## src/rtl/i2c_master_arbiter.sv

```systemverilog
// Two-requester round-robin arbiter and command sequencer in front of one i2c_master.
// Latches the winner's command, issues the start pulse and routes byte handshakes to the owner.
module i2c_master_arbiter #(
  parameter logic [1:0]  CLK_DIV       = 2'b01,
  parameter int unsigned START_TIMEOUT = 16
) (
  input  logic        clk,
  input  logic        rst,
  input  logic [1:0]  req,
  input  logic [13:0] addr,
  input  logic [1:0]  rnw,
  input  logic [3:0]  size,
  input  logic [15:0] wdata,
  input  logic [1:0]  wvalid,
  output logic [1:0]  gnt,
  output logic [1:0]  dreq,
  output logic [1:0]  rvalid,
  output logic [1:0]  done,
  output logic [1:0]  err,
  output logic [7:0]  rdata,
  output logic [1:0]  m_clkDiv,
  output logic        m_start,
  output logic [6:0]  m_addr,
  output logic        m_rnw,
  output logic [1:0]  m_size,
  output logic [7:0]  m_data_i,
  output logic        m_data_valid,
  input  logic        m_busy,
  input  logic        m_newData,
  input  logic        m_dataReq,
  input  logic [7:0]  m_data_o
);

  localparam logic [2:0] S_IDLE   = 3'd0;
  localparam logic [2:0] S_START  = 3'd1;
  localparam logic [2:0] S_WAIT   = 3'd2;
  localparam logic [2:0] S_ACTIVE = 3'd3;
  localparam logic [2:0] S_GAP    = 3'd4;

  localparam int CW = (START_TIMEOUT > 1) ? $clog2(START_TIMEOUT) : 1;
  localparam logic [CW-1:0] CNT_LAST = CW'(START_TIMEOUT - 1);

  logic [2:0]    state_q, state_d;
  logic [1:0]    gnt_q, gnt_d;
  logic          owner_q, owner_d;
  logic          last_q, last_d;
  logic [6:0]    addr_q, addr_d;
  logic          rnw_q, rnw_d;
  logic [1:0]    size_q, size_d;
  logic [CW-1:0] cnt_q, cnt_d;
  logic [1:0]    done_q, done_d;
  logic [1:0]    err_q, err_d;
  logic          busy_q;
  logic          win;

  // On a tie the requester that did not own the bus last time wins.
  assign win = (req == 2'b11) ? ~last_q : req[1];

  always_comb begin
    state_d = state_q;
    gnt_d   = gnt_q;
    owner_d = owner_q;
    last_d  = last_q;
    addr_d  = addr_q;
    rnw_d   = rnw_q;
    size_d  = size_q;
    cnt_d   = cnt_q;
    done_d  = 2'b00;
    err_d   = 2'b00;
    case (state_q)
      S_IDLE: begin
        if ((|req) && !m_busy) begin
          owner_d = win;
          gnt_d   = win ? 2'b10 : 2'b01;
          addr_d  = win ? addr[13:7] : addr[6:0];
          rnw_d   = rnw[win];
          size_d  = win ? size[3:2] : size[1:0];
          state_d = S_START;
        end
      end
      S_START: begin
        cnt_d   = '0;
        state_d = S_WAIT;
      end
      S_WAIT: begin
        if (m_busy) begin
          state_d = S_ACTIVE;
        end else if (cnt_q == CNT_LAST) begin
          err_d   = gnt_q;
          gnt_d   = 2'b00;
          last_d  = owner_q;
          state_d = S_IDLE;
        end else begin
          cnt_d = cnt_q + 1'b1;
        end
      end
      S_ACTIVE: begin
        // The transfer ends on the falling edge of busy; it cannot be aborted by the requester.
        if (busy_q && !m_busy) begin
          done_d  = gnt_q;
          gnt_d   = 2'b00;
          last_d  = owner_q;
          state_d = S_GAP;
        end
      end
      S_GAP: begin
        state_d = S_IDLE;
      end
      default: begin
        state_d = S_IDLE;
        gnt_d   = 2'b00;
      end
    endcase
  end

  always_ff @(posedge clk) begin
    if (!rst) begin
      state_q <= S_IDLE;
      gnt_q   <= 2'b00;
      owner_q <= 1'b0;
      last_q  <= 1'b1;
      addr_q  <= 7'd0;
      rnw_q   <= 1'b0;
      size_q  <= 2'b00;
      cnt_q   <= '0;
      done_q  <= 2'b00;
      err_q   <= 2'b00;
      busy_q  <= 1'b0;
    end else begin
      state_q <= state_d;
      gnt_q   <= gnt_d;
      owner_q <= owner_d;
      last_q  <= last_d;
      addr_q  <= addr_d;
      rnw_q   <= rnw_d;
      size_q  <= size_d;
      cnt_q   <= cnt_d;
      done_q  <= done_d;
      err_q   <= err_d;
      busy_q  <= m_busy;
    end
  end

  genvar gi;
  generate
    for (gi = 0; gi < 2; gi++) begin : g_route
      assign dreq[gi]   = m_dataReq & gnt_q[gi];
      assign rvalid[gi] = m_newData & gnt_q[gi];
    end
  endgenerate

  assign gnt          = gnt_q;
  assign done         = done_q;
  assign err          = err_q;
  assign rdata        = m_data_o;
  assign m_clkDiv     = CLK_DIV;
  assign m_start      = (state_q == S_START);
  assign m_addr       = addr_q;
  assign m_rnw        = rnw_q;
  assign m_size       = size_q;
  assign m_data_i     = gnt_q[1] ? wdata[15:8] : (gnt_q[0] ? wdata[7:0] : 8'h00);
  assign m_data_valid = (|gnt_q) & wvalid[owner_q] &
                        ((state_q == S_WAIT) || (state_q == S_ACTIVE));

endmodule

```

## config.mk

```make
export PLATFORM = sky130hd
export DESIGN_NAME = i2c_master_arbiter
export DESIGN_NICKNAME = d
export VERILOG_FILES = /design/src/rtl/i2c_master_arbiter.sv
export SDC_FILE = /design/constraint.sdc
export NUM_CORES = 1
export LEC_CHECK = 0
export ABC_CLOCK_PERIOD_IN_PS = 1480
export BUFFER_PORTS_ARGS = -buffer_cell sky130_fd_sc_hd__buf_2
export CAP_MARGIN = 20
export CORE_MARGIN = 3
export CORE_UTILIZATION = 38
export CTS_CLUSTER_DIAMETER = 100
export DETAILED_ROUTE_END_ITERATION = 10
export GPL_ROUTABILITY_DRIVEN = 0
export PLACE_DENSITY = 0.75
export RECOVER_POWER = 50
export SYNTH_ARGS = -nofsm -noshare
export SYNTH_HDL_FRONTEND = slang
export SYNTH_SLANG_ARGS = --single-unit
```

## constraint.sdc

```tcl
create_clock -name clk -period 1.48 [get_ports clk]
set_input_delay 0.148 -clock clk [delete_from_list [all_inputs] [get_ports clk]]
set_output_delay 0.148 -clock clk [all_outputs]
set_load 0.03 [all_outputs]
```

==> results.yml <==
cells_and_area:
  area_growth_pct: 32.40
  regArea_um2: 524.3
  nFillCells: 370
  nets: 288
  diodes: 0
  multi_input_area_um2: 837.1
  drive_gt1_frac: 0.3863
  stdcell_area_um2: 1963
  final_util: 0.5283
drt:
  wirelength_mm: 3.756
  wl_met2_mm: 1.890
  ant_nets: 0
  num_vias: 1448
  wl_per_cell_um: 13.37
  met1_length_mm: 1.648
  route.met3.wl_um: 197
  dr.pass1.iters: 4
  drtIter0Drc: 66
  avgViaCountPerCell: 5.153
  drc: 0
  top_layer: "met4"
clock_tree:
  cts_hold_buffers: 0
  clockBufferDepth: 2
  cts_tree: "done"
  numCtsBuffers: 3
  cts-root-buf: "clkbuf_8"
  cts_max_level: 1
  postCtsSetupBuffers: 0
  insertion_delay_ps: 270
  clk_transition_reported_paths_ps: 90
  cts.sinks: 26
sta:
  slew_viol_final: 0
  setup_violations: 0
  period_share: 0.9758
  clock.fmax_mhz: 692.5
  hold_violations: 0
  rsz0062_at_grt: "false"
  finalWorstPathRequiredPeriod_ps: 1444
  clock_skew_ps: 6.831
yosys:
  synth.distinct_cells: 41
  synthCells: 162
  ys_seq_area_frac: 0.3511
  synth_ff_type: "dfxtp_1"
  synth_nets: 216
  synth_area_um2: 1483
  yosys-top-cells-count: "26 x dfxtp_1, 16 x a31oi_1, 12 x a211oi_1, 12 x mux2i_1, 11 x buf_4"
  yosysWarnings: 0
  synth_top_area_frac: 0.3511
  synth_edf_count: 0
  synth.most_common_cell: "dfxtp_1"
  synth_area_leader_cell: "dfxtp_1"
  syn_avg_cell_area_um2: 9.152
  synth_area_leaders: "dfxtp_1 35%, mux2i_1 8.1%, a31oi_1 6.8%"
  synthArstFlopShare: 0
  ys_ff_latch: 26
global_route:
  grtUsageTotal: 0.1600
  gr-total-overflow: 0
  grt_pass1_wl_mm: 5.837
  grt_pass1_vias: 1295
  antenna_found_initial: 0
  grt_max_degree: 16
setup_path:
  required_ps: 1650
  crit_type: "register to register"
  arrival_ps: 1610
  crit_path_start_kind: "register"
  cp_max_fo: 2
  endpoint_kind: "register"
die:
  boundaryPins: 93
  rows: 22
  dieArea_um2: 4687
  chipWidth_um: 68.47
  fp.dieH_um: 68.47
  core_area_um2: 3716
  start_util: 0.3990
power:
  vdd_drop_max_mv: 0.5701
  power_frac_seq: 0.424
  p_switching_uw: 617.8
  clockPowerShare: 0.254
  p_leak_nw: 0.8646
  netSwitchingFraction: 0.3365
  p_per_area_nw_per_um2: 935.3
  power_frac_comb: 0.322
  p_int_mw: 1.218
placed_design:
  dp_hpwl_mm: 2.852
  place_area_um2: 1904
  port_buffers: 74
worst_hold_path:
  min_path_type: "input port to register"
run:
  maxCapViolCount: 0
run_status:
  status: "finished, final reports clean"
logic make-up after synthesis:
| kind of cell | synth area share |
|---|---|
| AOI/OAI and AO/OA | 0.2540 |
| adders and majority gates | 0.008437 |
| buffers and inverters | 0.1038 |
| DFF | 0.3511 |
| muxes | 0.08102 |
| other | 0.005065 |
| and+or+nand+nor | 0.1966 |
what timing repair did:
| action | in CTS | in global routing |
|---|---|---|
| endpoints found under the setup margin | 1 | 13 |
| pin swaps | 0 | 3 |
| cloned | 0 | 0 |
| resized for setup | 1 | 9 |
sequential cells by signal (all words and copies together), names as in the netlist, 2 cells and up:
name     count
err          2
gnt          2
state_q      3
done         2
cnt_q        4
m_addr       7
m_size       2
power groups by stage:
stage          logic, mW  clock network, mW  registers [mW]
3_5_place_dp       0.588                  0           0.791
2_1_floorplan      0.363                  0           0.858
5_1_grt            0.645              0.491           0.785
4_1_cts            0.594              0.477           0.776
6_report           0.591              0.467           0.778
3_3_place_gp       0.583                  0           0.791
final timing paths:
kind	start	slack, ps	cells past startpoint	endpoint
worst max-delay path	state_q[2]	40	3	cnt_q[0]
worst max register to register	state_q[2]	40	3	cnt_q[0]
worst min register to register	cnt_q[0]	500	1	cnt_q[0]
worst min-delay path	m_busy	200	2	busy_q
per-layer routing:
metal	vias up	GRT usage
met2	38	0.2765
met3	6	0.03612
li1	739	-
met1	665	0.2058
met4	0	0.02233
met5	-	0
metrics by stage:
step | hold slack (ps) | total power [mW] | std cells | setup slack [ps] | setup TNS, ps
floorplan | 383.0 | 1.221 | 162 | -2.956 | -2.956
global placement | 296.2 | 1.374 | 277 | 66.79 | 0
detailed placement | 296.2 | 1.379 | 277 | 25.85 | 0
CTS | 196.6 | 1.847 | 281 | 1.886 | 0
global route | 212.4 | 1.920 | 281 | 2.227 | 0
finish | 198.3 | 1.836 | 281 | 35.86 | 0
cell type report:
type,instances,area share
timing repair buffer,91,0.2441
clock buffer,4,0.02804
inverter,2,0.003824
tap,48,0.03059
sequential,26,0.2670
multi-input combinational,110,0.4264
cell usage in the layout (no fill, tap or decap), types with 3 or more instances in the layout:
master and count:
a22o_1 9, dfxtp_1 23, nor2b_1 3, nor2_1 9, a31oi_1 16, buf_2 52
and2_1 8, clkbuf_1 19, buf_4 19, dfxtp_2 3, mux2i_1 12, nand2b_1 3
clkbuf_8 4, a211oi_1 11, and3_1 6
critical path, cell delays in order (launching register included):
cell,delay [ps]
dfxtp_1,330
or4b_4,540
o221a_1,250
a22o_1,230
Note: power is estimated with default switching activity, not from simulation.
